<file path="config.mk">
export PLATFORM = sky130hd
export DESIGN_NAME = sobel_frame_writer
export DESIGN_NICKNAME = d
export VERILOG_FILES = /design/src/rtl/sobel_frame_writer.sv
export SDC_FILE = /design/constraint.sdc
export NUM_CORES = 1
export LEC_CHECK = 0
export BUFFER_PORTS_ARGS = -buffer_cell sky130_fd_sc_hd__buf_2
export CORE_MARGIN = 4
export CORE_UTILIZATION = 40
export CTS_CLUSTER_SIZE = 16
export DETAILED_ROUTE_END_ITERATION = 6
export PLACE_DENSITY = 0.69
export SLEW_MARGIN = 20
export SYNTH_ARGS = -nofsm -noshare
export SYNTH_HDL_FRONTEND = slang
export SYNTH_SLANG_ARGS = --single-unit
</file>
<file path="constraint.sdc">
create_clock -name clk -period 3.3 [get_ports clk]
set_input_delay 0.165 -clock clk [delete_from_list [all_inputs] [get_ports clk]]
set_output_delay 0.165 -clock clk [all_outputs]
set_load 0.05 [all_outputs]
</file>
<file path="src/rtl/sobel_frame_writer.sv">
// Packs the binary Sobel edge stream into words and writes one frame per
// vsync period into a frame-buffer RAM, flagging raster-geometry errors.
module sobel_frame_writer #(
  parameter int IMG_WIDTH  = 640,
  parameter int IMG_HEIGHT = 480,
  parameter int WORD_WIDTH = 16,
  parameter int ADDR_WIDTH = 15
) (
  input  logic                  clk,
  input  logic                  reset_n,
  input  logic                  sobel,
  input  logic                  sobel_valid,
  input  logic                  sobel_hsync,
  input  logic                  sobel_vsync,
  output logic                  wr_en,
  output logic [ADDR_WIDTH-1:0] wr_addr,
  output logic [WORD_WIDTH-1:0] wr_data,
  output logic                  frame_busy,
  output logic                  frame_done,
  output logic                  frame_err
);

  localparam int NWORDS = IMG_WIDTH * IMG_HEIGHT / WORD_WIDTH;
  localparam int CW     = $clog2(WORD_WIDTH);
  localparam int PW     = $clog2(IMG_WIDTH + 2);
  localparam int LW     = $clog2(IMG_HEIGHT + 2);
  localparam int AW1    = ADDR_WIDTH + 1;

  typedef enum logic [1:0] {
    IDLE,
    ACTIVE,
    FLUSH
  } state_t;

  state_t                state;
  logic                  hs_q;
  logic                  vs_q;
  logic [CW-1:0]         cnt;
  logic [WORD_WIDTH-1:0] acc;
  logic [PW-1:0]         pix_cnt;
  logic [LW-1:0]         line_cnt;

  logic                  hs_fall;
  logic                  vs_fall;
  logic                  vs_rise;
  logic                  take;
  logic                  line_end;
  logic                  word_full;
  logic                  do_wr;
  logic [AW1-1:0]        next_addr;
  logic                  ovf;
  logic [WORD_WIDTH-1:0] full_word;
  logic [WORD_WIDTH-1:0] pad_word;

  // Sync edges, pixel acceptance and the write-address lookahead.
  always_comb begin
    hs_fall   = hs_q & ~sobel_hsync;
    vs_fall   = vs_q & ~sobel_vsync;
    vs_rise   = sobel_vsync & ~vs_q;
    take      = (state == ACTIVE) & sobel_valid
              & sobel_hsync & sobel_vsync;
    line_end  = (state == ACTIVE) & (hs_fall | vs_fall);
    word_full = take && (cnt == CW'(WORD_WIDTH - 1));
    do_wr     = word_full | (line_end && (cnt != '0));
    next_addr = {1'b0, wr_addr} + AW1'(wr_en);
    ovf       = next_addr >= AW1'(NWORDS);
  end

  // Completed word, and a partial word padded white above the count.
  always_comb begin
    full_word = acc;
    full_word[WORD_WIDTH-1] = sobel;
    pad_word = '1;
    for (int k = 0; k < WORD_WIDTH; k++) begin
      if (CW'(k) < cnt) pad_word[k] = acc[k];
    end
  end

  // Registered sync copies; vsync starts high so a frame already in
  // progress at reset release is skipped until its next rising edge.
  always_ff @(posedge clk or negedge reset_n) begin
    if (!reset_n) begin
      hs_q <= 1'b0;
      vs_q <= 1'b1;
    end else begin
      hs_q <= sobel_hsync;
      vs_q <= sobel_vsync;
    end
  end

  // Frame FSM with packing, line/frame checks and registered outputs.
  always_ff @(posedge clk or negedge reset_n) begin
    if (!reset_n) begin
      state      <= IDLE;
      cnt        <= '0;
      acc        <= '0;
      pix_cnt    <= '0;
      line_cnt   <= '0;
      wr_en      <= 1'b0;
      wr_addr    <= '0;
      wr_data    <= '0;
      frame_busy <= 1'b0;
      frame_done <= 1'b0;
      frame_err  <= 1'b0;
    end else begin
      wr_en      <= 1'b0;
      frame_done <= 1'b0;
      wr_addr    <= next_addr[ADDR_WIDTH-1:0];
      case (state)
        IDLE: begin
          if (vs_rise) begin
            wr_addr    <= '0;
            cnt        <= '0;
            pix_cnt    <= '0;
            line_cnt   <= '0;
            frame_err  <= 1'b0;
            frame_busy <= 1'b1;
            state      <= ACTIVE;
          end
        end
        ACTIVE: begin
          if (take) begin
            if (word_full) begin
              cnt <= '0;
            end else begin
              acc[cnt] <= sobel;
              cnt      <= cnt + 1'b1;
            end
            if (pix_cnt != PW'(IMG_WIDTH + 1))
              pix_cnt <= pix_cnt + 1'b1;
          end
          if (do_wr) begin
            if (ovf) begin
              frame_err <= 1'b1;
            end else begin
              wr_en   <= 1'b1;
              wr_data <= word_full ? full_word : pad_word;
            end
          end
          if (line_end) begin
            cnt     <= '0;
            pix_cnt <= '0;
            if (pix_cnt != '0) begin
              if (line_cnt != LW'(IMG_HEIGHT + 1))
                line_cnt <= line_cnt + 1'b1;
              if (pix_cnt != PW'(IMG_WIDTH))
                frame_err <= 1'b1;
            end
          end
          if (vs_fall) begin
            frame_busy <= 1'b0;
            state      <= FLUSH;
          end
        end
        FLUSH: begin
          frame_done <= 1'b1;
          if (line_cnt != LW'(IMG_HEIGHT))
            frame_err <= 1'b1;
          state <= IDLE;
        end
        default: state <= IDLE;
      endcase
    end
  end

endmodule

</file>
## After elaboration in Yosys (flattened, before gate mapping)

Index checks and enable logic that the tools add are counted.

- Flip-flop bits (word level): 78
- Input bits: 6
- Output and inout bits: 35
- Logic and storage cells: 136

- $add $sub $neg: 4
- Order comparisons: 19
- Eq/ne operators: 15
- Multiplexer cells: 55
- Bitwise logic cells: 14
- Reductions and logical operators: 16

Operators by type and width:

| cell | count |
|---|---|
| two-way mux 10 bit | 4 |
| two-way mux 9 bit | 4 |
| < comparator 4 bit, first input constant | 8 |
| two-way mux 1 bit | 30 |
| two-way mux 15 bit | 2 |
| inequality test 10 bit, second input constant | 2 |
| case mux 10 bit (2 select lines) | 1 |
| inequality test 9 bit, second input constant | 2 |
| case mux 9 bit (2 select lines) | 1 |
| adder 15 x 1 -> 16 bit | 1 |
| bitwise mux 16 bit | 1 |
| greater-or-equal comparator 16 x 15 -> 1 bit, second input constant | 1 |
| < comparator 3 x 4 -> 1 bit, first input constant | 4 |
| two-way mux 16 bit | 1 |
| two-way mux 4 bit | 4 |
| AND reduction 3 bit | 5 |
| adder 10 x 1 -> 10 bit, second input constant | 1 |
| nonzero test 10 bit | 1 |
| adder 9 x 1 -> 9 bit, second input constant | 1 |
| < comparator 1 x 4 -> 1 bit, first input constant | 2 |
| < comparator 2 x 4 -> 1 bit, first input constant | 2 |
| inequality test 2 bit, second input constant | 4 |
| case mux 4 bit (2 select lines) | 1 |
| AND 1 bit | 7 |
| 24 further kinds | 33 |

## Longest topological paths before layout

Gate-level depths: netlist of the first run.

- Depth after elaboration: 11
- Depth in mapped cells: 11
- Mapped depth without buffers: 9

## Least setup slack after synthesis of the first run

OpenSTA, ideal clock, no wires.

- Kind: register to register
- Start point: register wr_addr[0]
- End point: register wr_data[12]
- Library setup time: 125 ps
- Arrival time: 2797 ps
- Required time: 3175 ps
- Setup slack: 378 ps
- Cell stages (with the launch flop): 12
- Path buffers: 2
- Clock period less this slack: 2922 ps
- Cells stage by stage: dfrtp_1 -> ha_1 -> ha_1 -> nand2_1 -> nor4_4 -> xnor2_1 -> or4_4 -> buf_6 -> nand3_4 -> inv_4 -> buf_8 -> mux2_4

- Word-level cells in the longest chain between the ends: 4

RTL lines:

| element | line | source |
|---|---|---|
| start: declaration | 16 | `output logic [ADDR_WIDTH-1:0] wr_addr,` |
| start signal: assignment | 108 | `wr_addr <= next_addr[ADDR_WIDTH-1:0];` |
| adder 15 x 1 -> 16 bit | 65 | `next_addr = {1'b0, wr_addr} + AW1'(wr_en);` |
| greater-or-equal comparator 16 x 15 -> 1 bit | 66 | `ovf = next_addr >= AW1'(NWORDS);` |
| NOT 1 bit (no source line) | n/a |  |
| AND reduction 3 bit (no source line) | n/a |  |
| end signal: assignment | 137 | `wr_data <= word_full ? full_word : pad_word;` |
| end: declaration | 17 | `output logic [WORD_WIDTH-1:0] wr_data,` |

Every way passes these cells.
A chain may end at the register's enable or synchronous reset.

## Final worst setup path of the first run

- Start point: register state[1]
- End point: register wr_data[8]

- Word-level cells in the longest chain between the ends: 7
- Elaborated cells between the ends (all ways): 10
- Those cells by class: 1 x eq/ne; 1 x mux; 5 x bitwise; 3 x reduce/logical

RTL lines:

| element | line | source |
|---|---|---|
| start: declaration | 35 | `state_t state;` |
| start signal: assignment | 94 | `state <= IDLE;` |
| start signal: assignment | 118 | `state <= ACTIVE;` |
| start signal: assignment | 152 | `state <= FLUSH;` |
| == test 2 x 1 -> 1 bit * | 60, 62, 109 |  |
| AND 1 bit | 60 | `take = (state == ACTIVE) & sobel_valid` |
| AND 1 bit (2 in series) | 61 | `& sobel_hsync & sobel_vsync;` |
| logical AND 1 bit | 63 | `word_full = take && (cnt == CW'(WORD_WIDTH - 1));` |
| bitwise OR 1 bit | 64 | `do_wr = word_full \| (line_end && (cnt != '0));` |
| AND reduction 3 bit (no source line) | n/a |  |

Every way passes the cells marked *; elsewhere a longest branch is shown, timed or not.

==> impl_metrics.yaml, run 1 <==
setup_path:
  timing.rr.end: "wr_data[8]$_DFFE_PN0P_"
  rrSetupSlack_ps: 560
  startpoint_type: "register"
  crit_required_ps: 3530
  criticalPathCategory: "register to register"
  setup.worst_path.end: "wr_data[8]$_DFFE_PN0P_"
  crit_start: "state[1]$_DFFE_PN0P_"
  worstPathArrival_ps: 2970
  worstSetupEndpointType: "register"
  reg2regPathDepth: 9
  worstPathMaxFanout: 15
  r2r_start: "state[1]$_DFFE_PN0P_"
final_layout:
  antenna_cells: 0
  layout.cells.non_filler: 593
  layout.nets: 476
  drive_gt1_share_pct: 22.0
  area_growth_pct: 13.5
timing:
  fin_worst_skew_ps: 10.4
  hold_viol: 0
  tns_ps: 0
  timing.final.crit_period_ps: 2740
  finalCritPeriodShare_pct: 83.1
  setup_viol: 0
  fmax_ghz: 0.365
  worst_slew_pin_slew_ps: 435
  rsz0062_at_grt: "no"
  final_max_slew_viol_count: 0
  maxSlewHeadroom_pct: 70.7
routing:
  drc: 0
  dr.pass1.iters: 4
  dr.first_iter.drc_count: 213
  final_antenna_net_count: 0
  vias: 3151
  avgViaCountPerCell: 5.31
  wl_um: 8760
  avgRoutedWirePerCell_um: 14.8
power_and_ir_drop:
  pwr-share-clk_pct: 22.6
  power.leakage_uw: 0.00217
  internal_power_uw: 1640
  sw_frac_of_total_pct: 40.3
  pwr-share-comb_pct: 35.2
  seq_power_share_pct: 42.1
  ir_drop_uv: 290
  power.switching_uw: 1110
  p_per_area_nw_per_um2: 590
die:
  ios: 41
  dieArea_sq_um: 12000
  die_h_um: 109
  die_x_um: 109
  core_area_sq_um: 9910
  start_util_pct: 41.5
  fp-row-count: 36
logic_synthesis:
  synth_flop_cell: "dfrtp_1"
  synth-xor-area-share_pct: 5.11
  synth_largest_area_cell: "dfrtp_1"
  synth_edf_count: 0
  synth_commonest_cells: "dfrtp_1, nor2_1, nand2_1, nand3_1"
  yosys.area_share.simple_pct: 21.6
  synth.most_common_cell: "dfrtp_1"
  yosysSeqAreaShare_pct: 46.9
  synth_top_family_by_area: "simple AND/OR/NAND/NOR gates"
  ys_ff_latch: 77
  postSynthCellCount: 412
  synth-adder-area-share_pct: 4.56
  postSynth.asyncResetShare_pct: 100
  netlist_area_sq_um: 4120
  postSynthNetCount: 433
  yosys_warnings: 0
  yosys-top-cells-area: "dfrtp_1, mux2_2, ha_1, nor2_1, nand3_1"
  synth_top_area_share_pct: 46.2
  synth_mux_area_share_pct: 6.75
  synth_cell_type_count: 57
  avgSynthCellArea_sq_um: 9.99
  synth-compound-area-share_pct: 11.0
place:
  portBuffers: 40
  hpwl_um: 6250
  routabilityCongestion: 0.846
  dp.cells: 573
run_status:
  status: "completed"
worst_hold_path:
  hp-class: "input port to asynchronous set/reset pin"
grt:
  grt_pass1_vias: 3053
  grt_util_all_layers_pct: 15.3
  antenna_found_initial: 0
  grt_pass1_wl_um: 14700
  grt_remaining_overflow: 0
  grt_start_max_net_pins: 78
clock_network:
  numCtsBuffers: 9
  htreeDepth: 3
  holdBufCountCts: 2
  cts.clk_slew.worst_paths_ps: 70
  post_cts_buffers: 0
  cts_sinks: 77
  cts_buffer_depth: 2
  cts.repair.resized: 0
  clock-root-buffer: "clkbuf_8"
  clock_latency_ps: 340
  tritoncts: "done"
run:
  max-cap-violations: 0
power by group through the flow:
stage	logic, uW	clock network [uW]	registers (uW)
6_report	971	623	1160
5_1_grt	1050	689	1180
4_1_cts	973	650	1160
3_5_place_dp	969	0	1180
3_3_place_gp	953	0	1180
2_1_floorplan	372	0	1520
state kept, by name, summed over array words and instances, names as in the netlist:
signal      count
wr_data        16
acc            15
wr_addr        15
pix_cnt        10
line_cnt        9
cnt             4
state           2
frame_busy      1
frame_done      1
frame_err       1
hs_q            1
vs_q            1
wr_en           1
worst min path at each step:
stage	startpoint	end	slack, ps	cells past startpoint
6_report	reset_n	line_cnt[4]$_DFFE_PN0P_	240	2
5_1_grt	reset_n	line_cnt[4]$_DFFE_PN0P_	250	2
4_1_cts	reset_n	state[0]$_DFFE_PN0P_	7	1
3_5_place_dp	sobel_hsync	hs_q$_DFF_PN0_	320	1
3_3_place_gp	sobel_hsync	hs_q$_DFF_PN0_	320	1
2_1_floorplan	reset_n	acc[0]$_DFFE_PN0P_	-130	0
per-stage QoR:
stage / cell area (sq um) / hold WS (ps) / total power (uW) / worst slack (ps) / util [%]
2_1_floorplan: 4120 / -131 / 1890 / 378 / -
3_3_place_gp: 4440 / 319 / 2130 / 773 / 44.8
3_5_place_dp: 4440 / 319 / 2150 / 591 / 44.8
4_1_cts: 4630 / 7.07 / 2790 / 548 / 46.8
5_1_grt: 4670 / 252 / 2920 / 295 / 47.1
6_report: 4670 / 242 / 2750 / 557 / 47.1
per-layer routing:
metal  up-vias  track usage [%]  part of all wire (%)
li1       1534                -                     -
met1      1545             20.8                    48
met2        64             24.9                    47
met3         8             2.99                   3.7
met4         0             4.45                  0.88
met5         -                0                     0
cells by family after synthesis:
logic type | after synthesis
buffers and inverters | 37
xor gates and xnor gates | 24
adders and majority gates | 15
DFF | 77
AOI/OAI and AO/OA | 69
muxes | 24
and+or+nand+nor | 166
layout by cell type, fill, tap and decap left out, drive strengths merged, types with 4 or more instances in the layout:
master / netlist / routed
o21ai: 10 / 10
o31ai: 5 / 5
nand3: 27 / 27
mux2: 24 / 24
nand4: 7 / 7
nor4: 6 / 6
a211o: 5 / 5
nor3b: 4 / 4
inv: 18 / 18
clkbuf: 14 / 10
a21oi: 22 / 22
buf: 5 / 48
dfrtp: 76 / 76
and3: 4 / 4
or3: 4 / 4
xor2: 10 / 10
nor2: 45 / 45
clkinv: 0 / 4
nor2b: 4 / 4
ha: 15 / 15
nand2: 33 / 33
nand2b: 6 / 6
xnor2: 14 / 14
nor3: 14 / 14
a31oi: 4 / 4
final cells by class:
type | instances | area, sq um
sequential | 77 | 1930
inverter | 18 | 70.1
fill | 964 | 5240
clock buffer | 10 | 138
timing repair buffer | 51 | 313
multi-input combinational | 298 | 2020
tap | 133 | 166
clock inverter | 6 | 38.8
critical path: stages, from the launching register on:
cell      delay (ps)
dfrtp_1          400
inv_1            110
ha_1             440
inv_1            160
a21oi_1          280
a21boi_0         220
a211o_1          310
nand3_4          140
inv_4            190
mux2_2           350
Power figures use the tool's default switching activity.
==> run 2: changes to the inputs <==
==> constraint.sdc (replaced) <==
create_clock -name clk -period 2.6 [get_ports clk]
set_input_delay 0.13 -clock clk [delete_from_list [all_inputs] [get_ports clk]]
set_output_delay 0.13 -clock clk [all_outputs]
set_load 0.05 [all_outputs]
==> run 2 against run 1 <==
Effect of this change:
- wire length is 1.1% lower
- via count is 1.3% higher
- maximum frequency is 16% higher
- sequential share of layout area is 0.42 points lower
- setup slack worse by 310 ps
- critical path depth is 1 higher
- die area stayed put
- hold slack better by 26 ps
- first-iteration DRC count is 10% lower
- total power is 31% higher
==> impl_metrics.yaml, run 2 (same netlist as run 1, synthesis figures left out) <==
run_status:
  status: "completed"
grt:
  grt_util_all_layers_pct: 15.3
  grt_pass1_wl_um: 14700
  grt_pass1_vias: 3056
  grt_start_max_net_pins: 78
  grt_remaining_overflow: 0
  antenna_found_initial: 0
clock_network:
  cts_sinks: 77
  post_cts_buffers: 0
  clock-root-buffer: "clkbuf_8"
  cts_buffer_depth: 2
  clock_latency_ps: 350
  cts.clk_slew.worst_paths_ps: 80
  tritoncts: "done"
  htreeDepth: 3
  numCtsBuffers: 9
final_layout:
  drive_gt1_share_pct: 26.5
  largest_register_ffs: 16
  fillers: 934
  layout.nets: 481
  area_growth_pct: 15.6
  top_register: "wr_data"
  final_common_cell: "dfrtp_1"
  top_regs: "wr_data x16, acc x15, wr_addr x15"
  antenna_cells: 0
  layout_common_cells: "dfrtp_1, nor2_1, buf_2"
power_and_ir_drop:
  p_per_area_nw_per_um2: 757
  sw_frac_of_total_pct: 39.5
  ir_drop_uv: 591
  power.switching_uw: 1420
  pwr-share-clk_pct: 24.1
  internal_power_uw: 2180
  pwr-share-comb_pct: 34.9
  power.leakage_uw: 0.00217
  seq_power_share_pct: 41.0
  total_power_uw: 3600
timing:
  rsz0062_at_grt: "no"
  fin_worst_skew_ps: 12.7
  fmax_ghz: 0.425
  timing.final.crit_period_ps: 2360
  setup_viol: 0
  tns_ps: 0
  hold_viol: 0
  maxSlewHeadroom_pct: 35.1
  finalCritPeriodShare_pct: 90.6
  final_max_slew_viol_count: 0
  worst_slew_pin_slew_ps: 974
die:
  core_area_sq_um: 9910
  dieArea_sq_um: 12000
  die_x_um: 109
  ios: 41
  fp-row-count: 36
  die_h_um: 109
  start_util_pct: 41.5
setup_path:
  cpPeakStageDelay_ps: 430
  path_depth: 10
  reg2regPathDepth: 10
  cp_slowest_cell: "dfrtp_2"
  worstPathMaxFanout: 15
  timing.rr.end: "wr_data[1]$_DFFE_PN0P_"
  startpoint_type: "register"
  worstPathArrival_ps: 2580
  worstSetupEndpointType: "register"
  cp_num_buf_inv: 2
  crit_chain: "ha_4 -> ha_4 -> nand3_1 -> nor3_1 -> buf_4 -> nor3_1 -> o31a_1 -> nand3_4 -> inv_4 -> mux2_2"
  criticalPathCategory: "register to register"
  critical_path.top_delay_family: "simple AND/OR/NAND/NOR gates"
  rrSetupSlack_ps: 240
  crit_required_ps: 2830
  r2r_start: "wr_en$_DFF_PN0_"
worst_hold_path:
  hold_end: "wr_data[15]$_DFFE_PN0P_"
  min_from: "sobel"
  hp-class: "input port to register"
  hold_depth: 3
routing:
  vias: 3193
  wl_um: 8670
  dr.first_iter.drc_count: 191
  avgViaCountPerCell: 5.34
  drc: 0
  avgRoutedWirePerCell_um: 14.5
  final_antenna_net_count: 0
  dr.pass1.iters: 4
place:
  routabilityCongestion: 0.816
  portBuffers: 40
  hpwl_um: 6110
run:
  max-cap-violations: 0
==> run 2: changes by cell type in the layout (fill, tap and decap cells not counted), sizes merged <==
cell and change:
bufinv +1, clkinvlp -1, buf +5, clkbuf -1, clkinv +1
==> run 2: how the worst max path moves through the flow <==
stage,start,endpoint,slack [ps]
CTS,state[1]$_DFFE_PN0P_,line_cnt[6]$_DFFE_PN0P_,170
detailed placement,state[1]$_DFFE_PN0P_,line_cnt[6]$_DFFE_PN0P_,180
finish,wr_en$_DFF_PN0_,wr_data[1]$_DFFE_PN0P_,240
floorplan,wr_addr[2]$_DFF_PN0_,wr_data[12]$_DFFE_PN0P_,40
global route,state[1]$_DFFE_PN0P_,wr_data[14]$_DFFE_PN0P_,40
global placement,wr_addr[0]$_DFF_PN0_,wr_data[7]$_DFFE_PN0P_,300
==> run 2: through the flow <==
step	hold WS, ps	utilization (%)	setup WS (ps)	cell area (sq um)	cells
final	268	48.0	245	4760	598
after global routing	291	48.0	43.8	4760	598
after CTS	251	47.9	171	4750	598
after detailed placement	281	45.7	183	4530	579
after global placement	277	45.7	298	4530	579
after floorplan	-166	-	40.9	4160	412
==> run 2: metal layers <==
| layer | GRT usage (%) | vias to the layer above | part of all wire [%] | wire, um |
|---|---|---|---|---|
| li1 | - | 1555 | - | - |
| met1 | 21.4 | 1569 | 47 | 4080 |
| met2 | 23.8 | 62 | 47 | 4110 |
| met3 | 2.35 | 7 | 4.5 | 386 |
| met4 | 6.06 | 0 | 1.0 | 91 |
| met5 | 0 | - | 0 | 0 |
==> run 2: what timing repair did <==
action | in CTS | in global routing
hold buffers | 3 | 0
gates resized for setup | 0 | 1
hold endpoints to repair | 78 | 0
setup endpoints to repair | 0 | 1
==> run 2: tightest hold or removal path: cells and delay by family <==
family,cells,cell delay [ps]
AOI/OAI and AO/OA,1,110
buffers and inverters,1,190
and+or+nand+nor,1,130
==> run 2: area by class of cell <==
type	count	area [sq um]	area share (%)
Sequential cell	77	1940	40.9
Multi-Input combinational cell	298	2060	43.2
Timing Repair Buffer	56	330	6.95
Clock buffer	9	124	2.60
Clock inverter	7	66.3	1.39
Inverter	18	70.1	1.47
Tap cell	133	166	3.50
==> run 2: power groups by stage <==
| stage | logic, uW | clock network [uW] | registers (uW) |
|---|---|---|---|
| 2_1_floorplan | 473 | 0 | 1930 |
| 3_3_place_gp | 1240 | 0 | 1500 |
| 3_5_place_dp | 1260 | 0 | 1500 |
| 4_1_cts | 1260 | 898 | 1480 |
| 5_1_grt | 1350 | 957 | 1500 |
| 6_report | 1260 | 868 | 1480 |
==> run 3: changes to the inputs <==
--- a/config.mk
+++ b/config.mk
@@ -6,7 +6,6 @@
 export NUM_CORES = 1
 export LEC_CHECK = 0
 export BUFFER_PORTS_ARGS = -buffer_cell sky130_fd_sc_hd__buf_2
-export CORE_MARGIN = 4
 export CORE_UTILIZATION = 40
 export CTS_CLUSTER_SIZE = 16
 export DETAILED_ROUTE_END_ITERATION = 6
==> run 3 against run 2 <==
Effect of this change:
- die area down 11%
- count of clock-buffer cells in the layout grew 2
- global-route usage increased by 2.1 points
- first-iteration DRC count is 10% lower
- setup slack got worse by 20 ps
- via count shrank 0.50%
- register-to-register slack got worse by 20 ps
- clock skew is 2.3 ps lower
- critical endpoint unchanged
- highest routed layer unchanged
==> impl_metrics.yaml, run 3 (same netlist as run 1, synthesis figures left out) <==
final_layout:
  drive_gt1_share_pct: 26.3
  largest_register_ffs: 16
  fillers: 906
  layout_common_cells: "dfrtp_1, nor2_1, buf_2"
  final_common_cell: "dfrtp_1"
  layout.nets: 483
  antenna_cells: 0
  top_regs: "wr_data x16, acc x15, wr_addr x15"
  top_register: "wr_data"
  area_growth_pct: 16.1
run:
  max-cap-violations: 0
setup_path:
  worstPathArrival_ps: 2620
  worstPathMaxFanout: 15
  crit_chain: "ha_4 -> ha_4 -> nand3_1 -> nor3_1 -> buf_4 -> nor3_1 -> o31a_1 -> nand3_4 -> inv_4 -> mux2_2"
  criticalPathCategory: "register to register"
  worstSetupEndpointType: "register"
  cp_num_buf_inv: 2
  startpoint_type: "register"
  crit_required_ps: 2840
  cpPeakStageDelay_ps: 430
  rrSetupSlack_ps: 220
  critical_path.top_delay_family: "simple AND/OR/NAND/NOR gates"
  cp_slowest_cell: "dfrtp_2"
routing:
  dr.first_iter.drc_count: 171
  drc: 0
  avgRoutedWirePerCell_um: 14.6
  avgViaCountPerCell: 5.30
  wl_um: 8750
  vias: 3177
  dr.pass1.iters: 4
  final_antenna_net_count: 0
die:
  core_area_sq_um: 9860
  ios: 41
  fp-row-count: 36
  dieArea_sq_um: 10700
  start_util_pct: 41.7
  die_x_um: 103
  die_h_um: 103
grt:
  grt_util_all_layers_pct: 17.4
  antenna_found_initial: 0
  grt_start_max_net_pins: 78
  grt_remaining_overflow: 0
  grt_pass1_vias: 3049
  grt_pass1_wl_um: 14400
clock_network:
  htreeDepth: 3
  post_cts_buffers: 0
  cts.clk_slew.worst_paths_ps: 80
  clock_latency_ps: 350
  clock-root-buffer: "clkbuf_8"
  tritoncts: "done"
  cts_sinks: 77
  numCtsBuffers: 9
  cts_buffer_depth: 2
  cts.repair.resized: 0
worst_hold_path:
  hp-class: "input port to register"
timing:
  timing.final.crit_period_ps: 2380
  maxSlewHeadroom_pct: 36.0
  hold_viol: 0
  tns_ps: 0
  finalCritPeriodShare_pct: 91.4
  fin_ws_ps: 224
  worst_slew_pin_slew_ps: 961
  setup_viol: 0
  fin_worst_skew_ps: 10.5
  final_max_slew_viol_count: 0
  fmax_ghz: 0.421
  rsz0062_at_grt: "no"
power_and_ir_drop:
  power.leakage_uw: 0.00218
  ir_drop_uv: 415
  p_per_area_nw_per_um2: 766
place:
  hpwl_um: 6200
  pre_cts_ws_ps: 222
  routabilityCongestion: 0.829
  portBuffers: 40
run_status:
  status: "completed"
run 3: final timing paths:
check | start | cells after the start | end
setup / recovery | wr_addr[0]$_DFF_PN0_ | 10 | wr_data[1]$_DFFE_PN0P_
hold / removal | sobel | 2 | acc[9]$_DFFE_PN0P_
setup reg to reg | wr_addr[0]$_DFF_PN0_ | 10 | wr_data[1]$_DFFE_PN0P_
hold reg to reg | acc[7]$_DFFE_PN0P_ | 1 | acc[7]$_DFFE_PN0P_
max in group asynchronous | reset_n | 2 | wr_en$_DFF_PN0_
min in group asynchronous | reset_n | 2 | line_cnt[6]$_DFFE_PN0P_
run 3: stage by stage:
stage | area (sq um) | hold slack [ps] | util [%] | cells | power (uW)
after global routing | 4780 | 276 | 48.4 | 600 | 3880
after CTS | 4780 | 264 | 48.4 | 600 | 3700
final | 4780 | 267 | 48.4 | 600 | 3660
after floorplan | 4160 | -166 | - | 412 | 2400
after global placement | 4540 | 284 | 46.1 | 581 | 2750
after detailed placement | 4540 | 283 | 46.1 | 581 | 2770
run 3: power by group:
group / internal (uW) / switching (uW)
registers: 1360 / 110
clock network: 472 / 442
logic: 388 / 885
run 3: routing by layer:
metal | vias up | wire length, um | GRT usage, %
met3 | 6 | 367 | 4.10
met4 | 0 | 87 | 4.55
met1 | 1540 | 4150 | 23.5
li1 | 1557 | - | -
met5 | - | 0 | 0
met2 | 74 | 4150 | 28.3
run 3: final cells by class:
type | instances | area, sq um | share of cell area, %
clock buffer | 11 | 141 | 2.96
clock inverter | 5 | 60.1 | 1.26
inverter | 18 | 70.1 | 1.47
multi-input combinational | 298 | 2050 | 42.9
sequential | 77 | 1940 | 40.7
tap | 133 | 166 | 3.48
timing repair buffer | 58 | 345 | 7.23
run 3: timing repair:
item,4_1_cts,5_1_grt
hold buffers,3,0
endpoints found under the hold margin,78,0
setup endpoints to repair,0,0
